**src/rtl/mem_arbiter.sv**
```systemverilog
// mem_arbiter: shares one 256-bit off-chip memory port between the I-cache
// refill port (p0) and the D-cache port (p1). A registered grant FSM picks a
// port (fixed priority to p1, or round-robin). It steers that port's request
// to the mem_* pins and routes the memory ack back to it. A watchdog flags a
// memory that never acknowledges a granted request.
module mem_arbiter #(
  parameter int RR   = 1,  // 1: round-robin on ties, 0: p1 always wins ties
  parameter int TO_W = 8   // watchdog width; fires at 2^TO_W-1 silent cycles
) (
  input  logic         clk_i,
  input  logic         rst_i,

  input  logic         p0_enable_i,
  input  logic         p0_write_i,
  input  logic [31:0]  p0_addr_i,
  input  logic [255:0] p0_data_i,
  output logic [255:0] p0_data_o,
  output logic         p0_ack_o,

  input  logic         p1_enable_i,
  input  logic         p1_write_i,
  input  logic [31:0]  p1_addr_i,
  input  logic [255:0] p1_data_i,
  output logic [255:0] p1_data_o,
  output logic         p1_ack_o,

  input  logic [255:0] mem_data_i,
  input  logic         mem_ack_i,
  output logic [255:0] mem_data_o,
  output logic [31:0]  mem_addr_o,
  output logic         mem_enable_o,
  output logic         mem_write_o,

  output logic         busy_o,
  output logic         err_o
);

  typedef enum logic [1:0] {
    IDLE   = 2'd0,
    GRANT0 = 2'd1,
    GRANT1 = 2'd2
  } state_t;

  // Watchdog saturation value and the value one below it. The error flag is
  // raised on the edge where the counter steps from WD_LAST to WD_MAX.
  localparam logic [TO_W-1:0] WD_MAX  = {TO_W{1'b1}};
  localparam logic [TO_W-1:0] WD_LAST = {{(TO_W-1){1'b1}}, 1'b0};
  localparam logic [TO_W-1:0] WD_ONE  = {{(TO_W-1){1'b0}}, 1'b1};

  state_t          state_reg;
  logic            last_reg;      // last port served: 0 = p0, 1 = p1
  logic [TO_W-1:0] wd_reg;
  logic            err_reg;

  // Enable of whichever port currently holds the grant. It detects aborts.
  logic            granted_enable;

  // Grant FSM: arbitration in IDLE, completion/abort in GRANTx, watchdog.
  always_ff @(posedge clk_i or posedge rst_i) begin
    if (rst_i) begin
      state_reg <= IDLE;
      last_reg  <= 1'b1;          // p1 counts as last served, so p0 wins the first tie
      wd_reg    <= '0;
      err_reg   <= 1'b0;
    end else begin
      case (state_reg)
        IDLE: begin
          // A memory ack arriving here is stray and is simply ignored.
          if (p0_enable_i && p1_enable_i) begin
            if ((RR != 0) && last_reg) begin
              state_reg <= GRANT0;
            end else begin
              state_reg <= GRANT1;
            end
            wd_reg <= '0;
          end else if (p0_enable_i) begin
            state_reg <= GRANT0;
            wd_reg    <= '0;
          end else if (p1_enable_i) begin
            state_reg <= GRANT1;
            wd_reg    <= '0;
          end
        end

        GRANT0, GRANT1: begin
          if (mem_ack_i) begin
            // Completion: always pass through IDLE before the next grant.
            state_reg <= IDLE;
            last_reg  <= (state_reg == GRANT1);
          end else begin
            // Silent granted cycle: count it and saturate. The grant is
            // held on timeout; only the error flag reports it.
            if (wd_reg != WD_MAX) begin
              wd_reg <= wd_reg + WD_ONE;
            end
            if (wd_reg == WD_LAST) begin
              err_reg <= 1'b1;
            end
            // Requester withdrew before any ack: abort without touching
            // the fairness pointer.
            if (!granted_enable) begin
              state_reg <= IDLE;
            end
          end
        end

        default: state_reg <= IDLE;
      endcase
    end
  end

  // Request steering and ack routing for the port that holds the grant.
  always_comb begin
    mem_enable_o   = 1'b0;
    mem_write_o    = 1'b0;
    mem_addr_o     = '0;
    mem_data_o     = '0;
    p0_ack_o       = 1'b0;
    p1_ack_o       = 1'b0;
    granted_enable = 1'b0;
    case (state_reg)
      GRANT0: begin
        mem_enable_o   = p0_enable_i;
        mem_write_o    = p0_write_i;
        mem_addr_o     = p0_addr_i;
        mem_data_o     = p0_data_i;
        p0_ack_o       = mem_ack_i;
        granted_enable = p0_enable_i;
      end
      GRANT1: begin
        mem_enable_o   = p1_enable_i;
        mem_write_o    = p1_write_i;
        mem_addr_o     = p1_addr_i;
        mem_data_o     = p1_data_i;
        p1_ack_o       = mem_ack_i;
        granted_enable = p1_enable_i;
      end
      default: begin
        granted_enable = 1'b0;
      end
    endcase
  end

  // Read data is broadcast to both ports; each port qualifies it with its ack.
  assign p0_data_o = mem_data_i;
  assign p1_data_o = mem_data_i;

  assign busy_o = (state_reg != IDLE);
  assign err_o  = err_reg;

endmodule
```
**config.mk**
```make
export PLATFORM = sky130hd
export DESIGN_NAME = mem_arbiter
export DESIGN_NICKNAME = d
export VERILOG_FILES = /design/src/rtl/mem_arbiter.sv
export SDC_FILE = /design/constraint.sdc
export NUM_CORES = 1
export LEC_CHECK = 0
export CORE_AREA = 2 2 645 647
export DETAILED_ROUTE_END_ITERATION = 10
export DIE_AREA = 0 0 647 649
export SLEW_MARGIN = 20
export SYNTH_ARGS = -nofsm -noshare
export SYNTH_HDL_FRONTEND = slang
export SYNTH_SLANG_ARGS = --single-unit
```
**constraint.sdc**
```tcl
create_clock -name clk_i -period 2 [get_ports clk_i]
set_input_delay 0.3 -clock clk_i [delete_from_list [all_inputs] [get_ports clk_i]]
set_output_delay 0.3 -clock clk_i [all_outputs]
set_load 0.005 [all_outputs]
```
* Yosys cells after proc, flatten, opt, wreduce, memory -nomap -nowiden
Index checks and enable logic that the tools add are counted.
** Storage, ports and cells
- Bits in read-only memories :: 0
- Memories :: 0
- RAM bits :: 0
- Output and inout port bits :: 806
- Input bits :: 839
- Logic and storage cells :: 42
- Register bits :: 12
- Latch bits :: 0
** Operators by class
- Divide/modulo/power cells :: 0
- Add/subtract/negate cells :: 1
- Muxes and demuxes :: 19
- Reduce and logical (&&, ||, !) cells :: 9
- $lt $le $gt $ge :: 0
- Shift-type cells :: 0
- Equal/unequal tests :: 8
- Bitwise gates (word level) :: 1
- $mul :: 0
** Operator list (number)
- $pmux W256 S2 :: 1
- $pmux W32 S2 :: 1
- $mux W8 :: 5
- $pmux W8 S2 :: 1
- $mux W2 :: 6
- $add A8 B1 Y8 const B :: 1
- $eq A8 B8 Y1 const B :: 1
- $ne A8 B8 Y1 const B :: 1
- $ne A2 B2 Y1 const B :: 2
- $ne A4 B4 Y1 const B :: 1
- $pmux W1 S2 :: 2
- $pmux W2 S2 :: 1
- $reduce_and A2 Y1 :: 2
- $reduce_and A4 Y1 :: 1
- $reduce_bool A2 Y1 :: 2
- $ne A3 B3 Y1 const B :: 1
- $reduce_and A3 Y1 :: 1
- $eq A2 B1 Y1 const B :: 1
- $eq A2 B2 Y1 const B :: 1
- $logic_not A2 Y1 :: 1
- $mux W1 :: 2
- $reduce_or A2 Y1 :: 1
- $logic_and A1 B1 Y1 :: 1
- $not A1 Y1 :: 1

* Depth between registers and ports, before layout
Gate-level depths: netlist of the first run.
- Depth after elaboration :: 5
- Depth in mapped cells :: 7
- Mapped depth without buffers :: 6

* Worst setup path after synthesis of the first run
OpenSTA, ideal clock, no wires.
- Path kind :: register to output
- Start point :: reg state_reg[0]
- End point :: out mem_addr_o[0]
- Stages on the path, launching flop included :: 7
- Arrival :: 1.546 ns
- Data required time :: 1.700 ns
- Buffers on the path :: 2
- Setup slack :: 0.154 ns
- Path through :: dfrtp_1 > inv_1 > ha_1 > inv_2 > clkbuf_1 > buf_1 > nor2_1
** On the way
- Cells in the longest elaborated chain, start to end :: 2
- Elaborated cells between the ends (all ways) :: 3
- Those cells by class :: eq/ne: 2; mux: 1
** RTL lines
- start, declared :: RTL line 50 : state_t state_reg;
- start signal, assigned :: RTL line 61 : state_reg <= IDLE;
- start signal, assigned :: RTL line 71 : state_reg <= GRANT0;
- start signal, assigned :: RTL line 73 : state_reg <= GRANT1;
- $eq A2 B2 Y1 or $eq A2 B1 Y1 (tied branches) :: RTL line 121 : case (state_reg)
- $pmux W32 S2 * :: RTL line 121
- end, declared :: RTL line 30 : output logic [31:0] mem_addr_o,
Every way passes the cells marked *; elsewhere a longest branch is shown, timed or not.

* Worst setup path after layout of the first run
- Start point :: reg state_reg[1]
- End point :: out mem_data_o[64]
** On the way
- Cells in the longest elaborated chain, start to end :: 2
- Elaborated cells between the ends (all ways) :: 3
- Those cells by class :: eq/ne: 2; mux: 1
** RTL lines
- $eq A2 B2 Y1 or $eq A2 B1 Y1 (tied branches) :: RTL line 121
- $pmux W256 S2 * :: RTL line 121
- end, declared :: RTL line 29 : output logic [255:0] mem_data_o,
Marks and branches as above.

==> impl_metrics.yaml, run 1 <==
timing:
  finalCritPeriodShare_pct: 129.7
  post-route-min-period_ps: 2595
  setup_viol: 303
  tightest_slew_ps: 498.7
  rsz0062_at_grt: "true"
  fin_ws_ps: -594.8
  report.final.slew_viol_count: 0
  fin_skew_ps: 6.787
  hold_viol: 0
  max_clock_freq_ghz: 0.3854
  max_slew_margin_pct: 66.72
yosys:
  synth-edff-count: 0
  ys_ff_latch: 12
  yosysWarningCount: 0
  synth.area.top_cells: "buf_4, a22oi_1, nor2_1"
  synth_top_area_cell: "buf_4"
  ys_seq_area_share_pct: 3.673
  avgSynthCellArea_um2: 6.505
  syn-instance-count: 1262
  synth.most_common_cell: "buf_4"
  ys.flop_type: "dfrtp_1"
  yosys.area.top_type_share_pct: 46.82
  ys_types: 36
  syn_nets: 2106
  synth_area_um2: 8209
  synth-async-reset-ratio_pct: 100.0
  yosys-top-cells-count: "buf_4, nor2_1, a22oi_1, clkbuf_1, dfrtp_1"
outcome:
  violations: "setup timing"
  status: "finished with violations"
cts:
  numCtsBuffers: 3
  clock_latency_ps: 250
  cts_sinks: 12
  cts_tree: "yes"
  cts_htree_levels: 1
  clockBufferDepth: 2
  clockRootBuffer: "clkbuf_16"
  path_clk_slew_ps: 50
grt:
  antenna_found_initial: 417
  grt_overflow_total: 0
  grt_pass1_vias: 12040
  grt_max_degree: 38
  grt_use_total_pct: 17.22
  grt_pass1_wl_um: 403400
setup_path:
  r2r.worst_path.cells: 8
  required_ps: 1700
  critPathArrivalTime_ps: 2290
  critPathSlowestCell: "a22oi_2"
  path_delay_family: "buffers and inverters"
  cp_slowest_stage_delay_ps: 410
  worstPathMaxFanout: 9
  start_kind: "flip-flop"
  crit_buf_inv: 6
  cp_cell_sequence: "buf_4, ha_4, buf_12, buf_12, buf_12, buf_4, a22oi_2, nor2_2, buf_6"
  crit_cells: 9
  crit_type: "reg2out"
  r2r_end: "state_reg[1]$_DFFE_PP0P_"
  r2r_setup_slack_ps: -150
  rr_startpoint: "state_reg[1]$_DFFE_PP0P_"
  crit_path_end: "mem_data_o[64]"
  path_common_cell: "buf_12"
  setup.worst_path.start: "state_reg[1]$_DFFE_PP0P_"
  worstSetupEndpointType: "primary output"
die:
  num_rows: 236
  die_area_um2: 419900
  die_w_um: 647
  die_y_um: 649
  core_area_um2: 412500
  pin_count: 1645
  initial_core_util_pct: 1.990
power_and_ir_drop:
  peakVddDrop_uv: 637.8
  powerDensity_nw_per_um2: 1099
  clkPwrFrac_pct: 1.7
  seqPwrFrac_pct: 1.4
  internal_power_mw: 11.76
  p_sw_mw: 13.86
  switching_share_pct: 54.09
  p_leak_nw: 6.980
  pwr-share-comb_pct: 96.9
place:
  dp.cells: 7091
  hpwl_um: 360000
  io_buffers: 876
  placed_area_um2: 21010
  gp_congestion: 0.9485
final_layout:
  design_area_um2: 23320
  largest_reg_flops: 8
  fin_nets: 2535
  drive_gt1_share_pct: 28.93
  instances_no_fill: 7298
  area_growth_pct: 184.1
drt:
  drt_iter0_drc: 1244
  drc: 0
  wire_per_inst_um: 52.05
  detail_route.vias_per_cell: 1.984
  ant_nets: 0
  wirelength_um: 379900
  vias: 14480
  drt_first_pass_iters: 6
hold_path:
  hold_class: "in2async"
job:
  drv_cap: 0
-- cell type report --
cell class,count,area (um^2)
sequential,12,301.5
clock buffer,4,88.84
antenna,134,335.3
timing repair buffer,1031,11410
inverter,7,38.79
fill,48720,389200
tap,5474,6849
timing repair inverter,1,8.758
multi-input combinational,635,4293
-- logic make-up after synthesis --
family | Yosys count | share of synthesized area [%]
flops | 12 | 3.673
simple gates | 317 | 15.30
mux | 2 | 0.3200
compound gates | 311 | 28.38
fa+ha+maj | 5 | 0.7621
buf+inv | 615 | 51.56
-- power by group through the flow --
stage	combinational, mW	clock, mW	sequential (mW)
final	24.8	0.425	0.364
after global routing	26.0	0.436	0.371
after CTS	24.0	0.423	0.357
after detailed placement	21.6	0	0.357
after global placement	21.5	0	0.354
after floorplan	6.86	0	0.347
-- placed cells by master, fill, tap and decap left out, types with 3 or more instances in the layout --
cell,netlist,routed
a22oi_2,0,94
nor2_1,292,254
clkbuf_2,0,6
clkdlybuf4s15_2,0,20
nor2_4,0,3
clkdlybuf4s50_1,0,627
a31oi_1,4,4
dlygate4sd2_1,0,32
and2_1,3,3
nand2_1,8,8
dlymetal6s2s_1,0,32
buf_12,0,100
buf_2,2,12
buf_16,0,14
buf_4,512,151
a22oi_1,290,196
inv_1,6,4
o21ai_0,4,4
clkbuf_16,0,11
diode_2,0,134
nand3_1,3,3
nor2_2,0,35
ha_4,0,3
bufbuf_16,0,3
buf_8,0,7
dfrtp_1,11,11
buf_6,0,19
-- metal layers --
| layer | part of all wire [%] | global-route usage (%) | vias up |
|---|---|---|---|
| met5 | 0.74 | 1.590 | - |
| met4 | 4.0 | 5.533 | 284 |
| met3 | 25 | 20.16 | 816 |
| met2 | 47 | 29.06 | 2489 |
| met1 | 23 | 11.54 | 6038 |
| li1 | - | - | 4854 |
-- how the worst min path moves through the flow --
| stage | startpoint | endpoint | slack [ps] | depth (start not counted) |
|---|---|---|---|---|
| 5_1_grt | rst_i | wd_reg[7]$_DFFE_PP0P_ | 460 | 2 |
| 2_1_floorplan | rst_i | err_o$_DFFE_PP0P_ | 160 | 1 |
| 3_5_place_dp | wd_reg[3]$_DFFE_PP0P_ | wd_reg[3]$_DFFE_PP0P_ | 500 | 1 |
| 3_3_place_gp | wd_reg[7]$_DFFE_PP0P_ | wd_reg[7]$_DFFE_PP0P_ | 470 | 1 |
| 4_1_cts | rst_i | wd_reg[5]$_DFFE_PP0P_ | 440 | 2 |
| 6_report | rst_i | wd_reg[5]$_DFFE_PP0P_ | 410 | 2 |
-- what timing repair did --
action,CTS,global route
pin swaps,42,25
hold buffers,0,0
cloned,7,9
setup endpoints to repair,301,302
setup buffers,29,24
gates resized for setup,281,131
-- metrics by stage --
| stage | setup TNS, ps | util [%] | setup slack, ps | hold slack [ps] | total power [mW] |
|---|---|---|---|---|---|
| final | -118570 | 5.654 | -594.8 | 413.8 | 25.62 |
| after global routing | -138230 | 5.606 | -663.1 | 463.4 | 26.85 |
| after CTS | -112560 | 5.382 | -574.5 | 439.9 | 24.80 |
| after detailed placement | -67950 | 5.092 | -694.1 | 498.4 | 21.96 |
| after global placement | -65910 | 5.092 | -681.5 | 469.8 | 21.83 |
| after floorplan | 0 | - | 154.4 | 164.0 | 7.211 |
No activity file was read; power rests on OpenSTA's default activity.
==> inputs of run 2 (changes only) <==
- HOLD_SLACK_MARGIN: unset -> 0.08
==> results of run 2 <==
The final DEF is identical to that of run 1; final timing and power are the same.
